## config.mk

```make
export PLATFORM = sky130hd
export DESIGN_NAME = ann_layer_sequencer
export DESIGN_NICKNAME = d
export VERILOG_FILES = /design/src/rtl/ann_pkg.sv /design/src/rtl/ann_idx_counter.sv /design/src/rtl/ann_layer_sequencer.sv
export SDC_FILE = /design/constraint.sdc
export NUM_CORES = 1
export LEC_CHECK = 0
export ABC_AREA = 0
export CAP_MARGIN = 15
export CORE_MARGIN = 2
export CORE_UTILIZATION = 40
export CTS_CLUSTER_DIAMETER = 30
export CTS_CLUSTER_SIZE = 14
export DETAILED_ROUTE_END_ITERATION = 12
export PLACE_DENSITY = 0.66
export SLEW_MARGIN = 25
export SYNTH_ARGS = -nofsm -noshare
export SYNTH_HDL_FRONTEND = slang
export SYNTH_SLANG_ARGS = --single-unit
```

## constraint.sdc

```tcl
create_clock -name clk -period 2.91 [get_ports clk]
set_clock_uncertainty 0.05 [all_clocks]
set_input_delay 0.7275 -clock clk [delete_from_list [all_inputs] [get_ports clk]]
set_output_delay 0.7275 -clock clk [all_outputs]
set_load 0.05 [all_outputs]
```

## src/rtl/ann_pkg.sv

```systemverilog
// Shared types and layer-size constants for the ANN datapath and its controller.
// Latency: n/a (types and constants only).
// Backpressure: n/a.
package ann_pkg;

    // Layer sequencer states
    typedef enum logic [2:0] {
        S_IDLE  = 3'd0,
        S_CLEAR = 3'd1,
        S_FETCH = 3'd2,
        S_MAC   = 3'd3,
        S_WRITE = 3'd4,
        S_DONE  = 3'd5
    } seq_state_t;

    // Layer geometry shared with the top-level ANN controller
    localparam int IMAGE_SIZE   = 64;
    localparam int FIRST_LAYER  = 16;
    localparam int SECOND_LAYER = 16;
    localparam int THIRD_LAYER  = 10;

endpackage

```

## src/rtl/ann_idx_counter.sv

```systemverilog
// Loadable up-counter with a terminal-count flag; saturates at the terminal value.
// Latency: count and flag update on the edge after load/inc.
// Backpressure: none; load has priority over inc, inc is ignored at terminal count.
module ann_idx_counter #(
    parameter int W = 4
) (
    input  logic         clk,
    input  logic         rst,
    input  logic         load,
    input  logic [W-1:0] load_val,
    input  logic         inc,
    input  logic [W-1:0] term,
    output logic [W-1:0] cnt,
    output logic         tc
);

    // Count register: never wraps past the terminal value
    always_ff @(posedge clk) begin
        if (rst) begin
            cnt <= '0;
        end else if (load) begin
            cnt <= load_val;
        end else if (inc && !tc) begin
            cnt <= cnt + 1'b1;
        end
    end

    assign tc = (cnt == term);

endmodule

```

## src/rtl/ann_layer_sequencer.sv

```systemverilog
// Steps every (node, input) pair of one layer, fetching each coefficient by req/valid.
// Latency: nodes*(2+2*max)+1 cycles from start accept to layer_done with zero-wait coefficients.
// Backpressure: FETCH holds coef_req and addresses until coef_valid; with ANN_SEQ_TIMEOUT_EN a stalled fetch aborts to DONE and sets err.
module ann_layer_sequencer
    import ann_pkg::*;
#(
    parameter int MAX_IN         = 64,
    parameter int MAX_NODES      = 16,
    parameter int TIMEOUT_CYCLES = 255,
    localparam int IW = $clog2(MAX_IN),
    localparam int NW = $clog2(MAX_NODES)
) (
    input  logic          clk,
    input  logic          rst,
    input  logic          start,
    input  logic [6:0]    max_input,
    input  logic [4:0]    num_nodes,
    input  logic          coef_valid,
    output logic          coef_req,
    output logic [IW-1:0] in_addr,
    output logic [NW-1:0] node_addr,
    output logic          clear_accum,
    output logic          mac_en,
    output logic          node_write,
    output logic          busy,
    output logic          layer_done,
    output logic          err
);

    localparam logic [6:0] MAX_IN_C    = 7'(MAX_IN);
    localparam logic [4:0] MAX_NODES_C = 5'(MAX_NODES);

    seq_state_t state, state_nxt;

    logic [6:0]    max_lat;
    logic [4:0]    nodes_lat;
    logic [6:0]    max_clamp;
    logic [4:0]    nodes_clamp;
    logic          start_acc;
    logic          size_zero;
    logic [IW-1:0] in_term;
    logic [NW-1:0] node_term;
    logic          in_tc;
    logic          node_tc;
    logic          timeout;

    // Start is only honoured in IDLE; oversized layers are clamped to the hardware limits
    assign start_acc   = (state == S_IDLE) && start;
    assign max_clamp   = (max_input > MAX_IN_C)    ? MAX_IN_C    : max_input;
    assign nodes_clamp = (num_nodes > MAX_NODES_C) ? MAX_NODES_C : num_nodes;
    assign size_zero   = (max_input == 7'd0) || (num_nodes == 5'd0);

    // Latch the layer geometry on an accepted start
    always_ff @(posedge clk) begin
        if (rst) begin
            max_lat   <= '0;
            nodes_lat <= '0;
        end else if (start_acc) begin
            max_lat   <= max_clamp;
            nodes_lat <= nodes_clamp;
        end
    end

    // Terminal indices; the zero-size case never reaches a compare, so underflow is harmless
    assign in_term   = IW'(max_lat - 7'd1);
    assign node_term = NW'(nodes_lat - 5'd1);

    ann_idx_counter #(.W(IW)) u_in_idx (
        .clk      (clk),
        .rst      (rst),
        .load     (start_acc || (state == S_CLEAR)),
        .load_val ('0),
        .inc      (state == S_MAC),
        .term     (in_term),
        .cnt      (in_addr),
        .tc       (in_tc)
    );

    ann_idx_counter #(.W(NW)) u_node_idx (
        .clk      (clk),
        .rst      (rst),
        .load     (start_acc),
        .load_val ('0),
        .inc      (state == S_WRITE),
        .term     (node_term),
        .cnt      (node_addr),
        .tc       (node_tc)
    );

`ifdef ANN_SEQ_TIMEOUT_EN
    localparam int TW = $clog2(TIMEOUT_CYCLES + 1);

    logic [TW-1:0] wait_cnt;
    logic          wait_tc;

    // Wait counter restarts from zero on every FETCH entry
    ann_idx_counter #(.W(TW)) u_wait_cnt (
        .clk      (clk),
        .rst      (rst),
        .load     (state != S_FETCH),
        .load_val ('0),
        .inc      (state == S_FETCH),
        .term     (TW'(TIMEOUT_CYCLES - 1)),
        .cnt      (wait_cnt),
        .tc       (wait_tc)
    );

    assign timeout = (state == S_FETCH) && !coef_valid && wait_tc;

    // Sticky timeout flag, cleared by the next accepted start
    always_ff @(posedge clk) begin
        if (rst) begin
            err <= 1'b0;
        end else if (start_acc) begin
            err <= 1'b0;
        end else if (timeout) begin
            err <= 1'b1;
        end
    end
`else
    logic unused_timeout_cfg;

    assign unused_timeout_cfg = (TIMEOUT_CYCLES != 0);
    assign timeout            = 1'b0;
    assign err                = 1'b0;
`endif

    // State register
    always_ff @(posedge clk) begin
        if (rst) begin
            state <= S_IDLE;
        end else begin
            state <= state_nxt;
        end
    end

    // Next-state logic
    always_comb begin
        state_nxt = state;
        case (state)
            S_IDLE:  if (start) state_nxt = size_zero ? S_DONE : S_CLEAR;
            S_CLEAR: state_nxt = S_FETCH;
            S_FETCH: begin
                if (coef_valid) begin
                    state_nxt = S_MAC;
                end else if (timeout) begin
                    state_nxt = S_DONE;
                end
            end
            S_MAC:   state_nxt = in_tc ? S_WRITE : S_FETCH;
            S_WRITE: state_nxt = node_tc ? S_DONE : S_CLEAR;
            S_DONE:  state_nxt = S_IDLE;
            default: state_nxt = S_IDLE;
        endcase
    end

    // Moore output decode
    always_comb begin
        coef_req    = 1'b0;
        clear_accum = 1'b0;
        mac_en      = 1'b0;
        node_write  = 1'b0;
        layer_done  = 1'b0;
        busy        = (state != S_IDLE);
        case (state)
            S_CLEAR: clear_accum = 1'b1;
            S_FETCH: coef_req    = 1'b1;
            S_MAC:   mac_en      = 1'b1;
            S_WRITE: node_write  = 1'b1;
            S_DONE:  layer_done  = 1'b1;
            default: ;
        endcase
    end

endmodule

```

==> results of run 1 <==
==> layout make-up <==
type,instances,area [sq um],area share
Clock buffer,4,26.3,0.0146
Inverter,7,26.3,0.0146
Multi-Input combinational cell,129,873,0.484
Sequential cell,23,460,0.255
Tap cell,46,57.6,0.0319
Timing Repair Buffer,37,360,0.200
==> cell usage after synthesis, types with 2 or more instances <==
library cell,n
inv_1,7
nor3_1,4
nand3b_1,3
clkbuf_1,5
ha_1,4
nand2b_1,2
nor3b_1,10
nand3_1,3
o21ai_0,2
a21oi_1,16
nor2_1,18
xnor2_1,7
xor2_1,5
o211ai_1,2
or3_1,6
or4_1,2
dfxtp_1,23
mux2i_1,8
nand2_1,17
nand4_1,3
==> critical path: cells and delay by family, from the launching register on <==
kind / cells / cell delay [ns]
buffers and inverters: 1 / 0.83
flip-flops: 1 / 0.56
AND/OR/NAND/NOR: 2 / 0.25
==> stage by stage <==
stage,setup slack [ns],cells,cell area [sq um],power (W)
finish,0.177,246,1800,0.000670
global placement,0.388,242,1770,0.000523
global route,0.0589,246,1800,0.000715
floorplan,0.285,165,1390,0.000465
CTS,0.0577,246,1800,0.000679
detailed placement,0.333,242,1770,0.000529
==> worst paths after layout <==
check	from	end	slack, ns	cells after the start
setup / recovery	state[1]	mac_en	0.18	3
hold / removal	max_lat[5]	max_lat[5]	0.43	2
setup reg to reg	max_lat[2]	state[1]	0.55	5
hold reg to reg	max_lat[5]	max_lat[5]	0.43	2
==> sequential cells by signal, indices dropped and copies added, names as in the netlist <==
name,flops
u_in_idx.cnt,6
max_lat,6
state,3
nodes_lat,4
u_node_idx.cnt,4
==> cell families after synthesis <==
group	count (synthesis)
adders and majority gates	4
muxes	8
and+or+nand+nor	73
DFF	23
xor gates and xnor gates	13
buffers and inverters	13
other	1
AOI/OAI and AO/OA	30
==> power breakdown <==
group,switching (W),leakage (nW),internal (W),total (W)
sequential,0.0000166,0.186,0.000325,0.000342
clock,0.0000954,0.0150,0.0000534,0.000149
combinational,0.0000980,0.508,0.0000818,0.000180
==> routing by layer <==
layer	global-route usage	up-vias	wire (microns)
li1	-	655	-
met1	0.213	591	1450
met2	0.296	24	1590
met3	0.0252	0	92
met4	0.0361	0	0
met5	0	-	0
==> qor.yml, run 1 <==
synth:
  synth_async_sr_flop_share: 0
  synth_nets: 185
  synthMuxAreaShare: 0.0580
  yosys.area_share.simple: 0.284
  synth_compound_area_frac: 0.155
  synthTopCellsByArea: "dfxtp_1 33%, a21oi_1 5.8%, mux2i_1 5.8%, nor3b_1 5.4%, nor2_1 4.9%"
  synth_xor_area_frac: 0.0924
  yosys_register_bits: 23
  synth_edf_count: 0
  synth-main-ff-cell: "dfxtp_1"
  yosysSeqAreaShare: 0.333
  synth_cell_types: 38
  synth_top_family_by_area: "simple AND/OR/NAND/NOR gates"
  syn-cell-area_sq_um: 1380
  synth_largest_area_cell: "dfxtp_1"
  synth_fa_ha_area_frac: 0.0362
  syn_inst: 165
  syn_area_per_cell_sq_um: 8.37
  yosysTopAreaCellShare: 0.333
  yosys_warnings: 0
outcome:
  status: "finished clean"
cells_and_area:
  layout.cells.most_common_list: "27 x clkdlybuf4s50_1, 23 x dfxtp_1, 18 x nor2_1, 17 x nand2_1, 16 x a21oi_1"
  fill_cells: 334
  layout.nets: 221
  layout_commonest_cell: "clkdlybuf4s50_1"
  drive_gt1_frac: 0.0850
  n_antenna_cell: 0
  area_delta_synth_final_pct: 30.6
  fin_util: 0.541
timing:
  tns_ns: 0
  setup_viol: 0
  fin_crit_sh: 0.939
  rsz0062_at_grt: "no"
  hold_viol: 0
  fin_worst_hold_slack_ns: 0.427
  period_minus_slack_ns: 2.73
  maxSlewHeadroom: 0.653
  tightest_slew_ns: 0.519
  drv_slew: 0
  max_freq_mhz: 366
drt:
  viasPerCell: 5.16
  wirelength_mm: 3.13
  num_vias: 1270
  drc: 0
  drt_iter0_drc: 33
  firstDrtPassIters: 4
  final_antenna_net_count: 0
  wire_per_inst_microns: 12.7
setup_path:
  crit_path_end_kind: "output port"
  worstPathRequired_ns: 2.13
  worstPathArrival_ns: 1.96
  max_stage_delay_ns: 0.83
  crit_type: "register to output port"
  path_cells: "nand2_1 -> nor2_1 -> clkdlybuf4s50_1"
  cp_max_fo: 11
  start_kind: "register"
  cp_slowest_cell: "clkdlybuf4s50_1"
floorplan:
  num_rows: 21
  die-area_sq_um: 3940
  die_w_microns: 62.8
  core_sq_um: 3340
  initial_core_util: 0.414
  io_pins: 33
  dieHeight_microns: 62.8
clocking:
  hold_buffers: 0
  h-tree-depth: 1
  cts.repair.resized: 0
  clk_latency_ns: 0.30
  postCtsSetupBuffers: 0
  cts.reportedPaths.clkPinSlew_ns: 0.13
  root_buffer: "clkbuf_4"
  cts_tree: "done"
  clock_path_buffers: 2
  cts_sinks: 23
  cts_buffers: 3
place:
  dp_hpwl_mm: 2.51
  placement.io_buffers: 31
  place_congestion: 0.809
grt:
  first_global_vias: 1252
  grt_overflow_total: 0
  grt_max_degree: 18
  grt_pass1_wl_mm: 5.39
  grt_use_total: 0.166
  antenna_found_initial: 0
min_path:
  hold_path.class: "register to register"
flow_run:
  maxCapViolCount: 0
power:
  power_density_nw_per_um2: 372
  peakVddDrop_v: 0.000173
  leakage_nw: 0.710
No activity file was read; power rests on OpenSTA's default activity.
==> run 2, diff against run 1 <==
- DONT_BUFFER_PORTS: not set -> 1
- PLACE_DENSITY: 0.66 -> 0.53
- SETUP_SLACK_MARGIN: not set -> 0.1
==> run 2 against run 1 <==
Compared with the run above:
- via count down 6.4%
- cell count fell by 11%
- sequential power hardly changed
- final area fell by 15%
- global-route usage is 1.4 points lower
- critical endpoint is now clear_accum
- largest cell class unchanged
==> qor.yml, run 2 (synthesized netlist as in run 1, its figures left out) <==
clocking:
  cts_tree: "done"
  clk_latency_ns: 0.30
  hold_buffers: 0
  root_buffer: "clkbuf_4"
  h-tree-depth: 1
  cts_sinks: 23
  clock_path_buffers: 2
  cts.reportedPaths.clkPinSlew_ns: 0.12
  cts.repair.resized: 0
  cts_buffers: 3
  postCtsSetupBuffers: 0
setup_path:
  rr_endpoint: "state[1]"
  worstPathRequired_ns: 2.13
  max_stage_delay_ns: 0.48
  path_cells: "inv_1 -> nor3_2 -> buf_4"
  start_kind: "register"
  crit_start: "state[0]"
  reg2reg_from: "u_in_idx.cnt[5]"
  cp_slowest_cell: "dfxtp_1"
  crit_family: "flip-flops"
  crit_type: "register to output port"
  worstPathArrival_ns: 1.69
  r2r_cells: 5
  r2r_slack_ns: 0.58
  cp_max_fo: 8
  path_buf_inv: 2
  crit_path_end_kind: "output port"
grt:
  grtUsageMet2: 0.269
  antenna_found_initial: 0
  grt_use_total: 0.152
  grt_overflow_total: 0
  grt_max_degree: 18
  use_met3: 0.0414
  first_global_vias: 1089
  busiest_layer: "met2"
  grt_pass1_wl_mm: 4.84
  met1_usage: 0.181
cells_and_area:
  finalNonFillerCells: 219
  multi_input_area_sq_um: 888
  layout.nets: 194
  seq_area_sq_um: 460
  drive_gt1_frac: 0.133
  layout.cells.most_common_list: "23 x dfxtp_1, 18 x nor2_1, 17 x nand2_1, 16 x a21oi_1, 10 x buf_4"
  n_antenna_cell: 0
  fin_util: 0.460
  final_area_sq_um: 1530
  layout_commonest_cell: "dfxtp_1"
  reg_top3: "max_lat x6, u_in_idx.cnt x6"
  area_delta_synth_final_pct: 11.1
  fill_cells: 351
power:
  p_sw_w: 0.000198
  leakage_nw: 0.569
  p_int_w: 0.000434
  power.share.sequential: 0.542
  p_clk_frac: 0.231
  p_comb_frac: 0.227
  peakVddDrop_v: 0.000279
  switching_share: 0.313
  power_density_nw_per_um2: 412
floorplan:
  dieHeight_microns: 62.8
  die_w_microns: 62.8
  initial_core_util: 0.414
  num_rows: 21
  die-area_sq_um: 3940
  io_pins: 33
  core_sq_um: 3340
drt:
  wire_per_inst_microns: 13.3
  firstDrtPassIters: 4
  drc: 0
  final_antenna_net_count: 0
  drt_iter0_drc: 42
  wirelength_mm: 2.91
  num_vias: 1189
  viasPerCell: 5.43
min_path:
  hold_depth: 1
  hold_path.class: "input port to register"
  holdCritStartpoint: "rst"
  worstHoldEndpoint: "state[2]"
timing:
  max_freq_mhz: 406
  period_minus_slack_ns: 2.47
  maxSlewHeadroom: 0.512
  tns_ns: 0
  drv_slew: 0
  postLayoutSetupSlackWorst_ns: 0.444
  tightest_slew_ns: 0.731
  fin_crit_sh: 0.847
  setup_viol: 0
  rsz0062_at_grt: "no"
  hold_viol: 0
place:
  place_congestion: 0.802
  dp_hpwl_mm: 2.30
  post_dp_cell_area_sq_um: 1510
  dp.cells: 215
  pre_cts_ws_ns: 0.587
  placement.io_buffers: 0
flow_run:
  maxCapViolCount: 0
outcome:
  status: "finished clean"
## run 2: cell type report
cell class | instances | area share
multi-input combinational | 129 | 0.579
sequential | 23 | 0.300
timing repair buffer | 10 | 0.0489
tap | 46 | 0.0375
clock buffer | 4 | 0.0171
inverter | 7 | 0.0171
## run 2: how the worst max path moves through the flow
stage,cells after the start,slack (ns),end
after floorplan,2,0.29,clear_accum
after global placement,5,0.61,state[1]
after detailed placement,5,0.59,state[1]
after CTS,3,0.42,clear_accum
after global routing,3,0.31,clear_accum
final,3,0.44,clear_accum
## run 2: power groups by stage
stage / combinational (W) / sequential, W / clock (W)
2_1_floorplan: 0.000123 / 0.000342 / 0
3_3_place_gp: 0.000143 / 0.000349 / 0
3_5_place_dp: 0.000145 / 0.000350 / 0
4_1_cts: 0.000146 / 0.000343 / 0.000155
5_1_grt: 0.000156 / 0.000346 / 0.000166
6_report: 0.000144 / 0.000342 / 0.000146
## run 2: routing by layer
metal  share of wire  vias up
li1                -      605
met1            0.44      561
met2            0.51       21
met3           0.045        2
met4          0.0048        0
met5               0        -
## run 2: metrics by stage
| step | hold slack, ns | power [W] |
|---|---|---|
| after floorplan | 0.395 | 0.000465 |
| after global placement | 0.418 | 0.000492 |
| after detailed placement | 0.438 | 0.000495 |
| after CTS | 0.407 | 0.000643 |
| after global routing | 0.397 | 0.000668 |
| final | 0.424 | 0.000632 |
==> run 3, diff against run 2 <==
- clock period: 2.91 -> 2.4 ns (I/O delays scaled with it)
==> run 3 against run 2 <==
Compared with the run above:
- critical path depth up 3
- clock-buffer cell count down 1
- sequential power up 21%
- critical endpoint is now state[1]
- largest cell class unchanged
- final area up 5.0%
- sequential share of layout area down 1.4 points
- worst hold slack worse by 0.14 ns
- routed wire length up 6.7%
- cell count up 4.6%
- die area unchanged
- sequential cell count unchanged
- first-iteration DRC count up 57%
- global-route usage up 1.3 points
==> qor.yml, run 3 (synthesized netlist as in run 1, its figures left out) <==
floorplan:
  core_sq_um: 3340
  die-area_sq_um: 3940
  num_rows: 21
  dieHeight_microns: 62.8
  io_pins: 33
  initial_core_util: 0.414
  die_w_microns: 62.8
cells_and_area:
  layout.nets: 204
  fin_util: 0.483
  drive_gt1_frac: 0.186
  final_area_sq_um: 1610
  layout.cells.most_common_list: "23 x dfxtp_1, 20 x buf_4, 18 x nor2_1, 17 x nand2_1, 16 x a21oi_1"
  reg_top3: "max_lat x6, u_in_idx.cnt x6"
  layout_commonest_cell: "dfxtp_1"
  area_delta_synth_final_pct: 16.6
  finalNonFillerCells: 229
  n_antenna_cell: 0
clocking:
  clock_path_buffers: 2
  cts_sinks: 23
  clk_latency_ns: 0.31
  cts.reportedPaths.clkPinSlew_ns: 0.14
  cts_tree: "done"
  root_buffer: "clkbuf_4"
  h-tree-depth: 1
  cts_buffers: 3
  hold_buffers: 0
place:
  place_congestion: 0.744
  post_dp_cell_area_sq_um: 1580
  dp_hpwl_mm: 2.42
  dp.cells: 224
  pre_cts_ws_ns: 0.0466
  placement.io_buffers: 0
grt:
  grt_use_total: 0.165
  first_global_vias: 1135
  antenna_found_initial: 0
  grt_max_degree: 18
  grt_pass1_wl_mm: 5.20
  grt_overflow_total: 0
power:
  leakage_nw: 0.625
  p_int_w: 0.000525
  p_comb_frac: 0.229
  peakVddDrop_v: 0.000203
  power_density_nw_per_um2: 484
  power.share.sequential: 0.530
  switching_share: 0.326
  p_sw_w: 0.000254
  p_clk_frac: 0.241
timing:
  maxSlewHeadroom: 0.647
  drv_slew: 0
  postLayoutSetupSlackWorst_ns: 0.199
  max_freq_mhz: 454
  fin_crit_sh: 0.917
  period_minus_slack_ns: 2.20
  tightest_slew_ns: 0.529
  rsz0062_at_grt: "no"
  hold_viol: 0
  setup_viol: 0
setup_path:
  path_buf_inv: 1
  cp_max_fo: 6
  start_kind: "register"
  path_cells: "or4_4 -> or3_4 -> a2111oi_4 -> buf_4 -> a21boi_2 -> o31a_1"
  crit_path_end_kind: "register"
  worstPathArrival_ns: 2.37
  worstPathRequired_ns: 2.57
  crit_family: "simple AND/OR/NAND/NOR gates"
  max_stage_delay_ns: 0.54
  crit_type: "register to register"
  cp_slowest_cell: "or4_4"
drt:
  final_antenna_net_count: 0
  wire_per_inst_microns: 13.5
  num_vias: 1236
  drc: 0
  drt_iter0_drc: 66
  wirelength_mm: 3.10
  viasPerCell: 5.40
  firstDrtPassIters: 4
flow_run:
  maxCapViolCount: 0
min_path:
  hold_path.class: "input port to register"
outcome:
  status: "finished clean"
run 3: changes by cell type in the layout (fill, tap and decap cells not counted), sizes merged:
cell,previous run,this run
clkinv,0,1
buf,10,20
clkbuf,4,3
run 3: area by class of cell:
type                    instances  area, sq um
repair buffers                 20          150
fillers                       337         1730
multi-input cells             129          888
inverters                       7         26.3
clock buffers                   3         22.5
well taps                      46         57.6
clock inverters                 1         5.00
flip-flops and latches         23          460
run 3: power by group through the flow:
stage | registers (W) | logic (W) | clock network, W
2_1_floorplan | 0.000415 | 0.000150 | 0
3_3_place_gp | 0.000421 | 0.000177 | 0
3_5_place_dp | 0.000422 | 0.000180 | 0
4_1_cts | 0.000413 | 0.000180 | 0.000200
5_1_grt | 0.000416 | 0.000195 | 0.000215
6_report | 0.000413 | 0.000178 | 0.000188
run 3: what timing repair did:
item,in CTS,in global routing
resized for setup,0,0
endpoints found under the setup margin,2,0
buffers inserted,1,0
run 3: metrics by stage:
step	setup TNS, ns	hold WS, ns	power, W
4_1_cts	0	0.264	0.000794
3_3_place_gp	0	0.426	0.000598
2_1_floorplan	-0.198	0.395	0.000564
3_5_place_dp	0	0.423	0.000601
6_report	0	0.281	0.000780
5_1_grt	0	0.250	0.000826
run 3: path summary, 6_finish.rpt:
kind / slack (ns) / endpoint / depth (start not counted) / start
min reg2reg: 0.44 / max_lat[5] / 2 / max_lat[5]
max: 0.20 / state[1] / 6 / max_lat[1]
max reg2reg: 0.20 / state[1] / 6 / max_lat[1]
min: 0.28 / max_lat[2] / 1 / rst
run 3: metal layers:
| metal | part of all wire | wire [microns] | vias up | track usage |
|---|---|---|---|---|
| met1 | 0.42 | 1300 | 572 | 0.186 |
| met4 | 0.013 | 40 | 0 | 0.0611 |
| li1 | - | - | 620 | - |
| met3 | 0.065 | 201 | 7 | 0.0541 |
| met5 | 0 | 0 | - | 0 |
| met2 | 0.50 | 1560 | 37 | 0.290 |
run 3: worst register-to-register path, cell delays in order (launching register included):
cell and delay, ns:
dfxtp_1 0.36, or4_4 0.54, or3_4 0.35, a2111oi_4 0.28, buf_4 0.20, a21boi_2 0.09
o31a_1 0.24
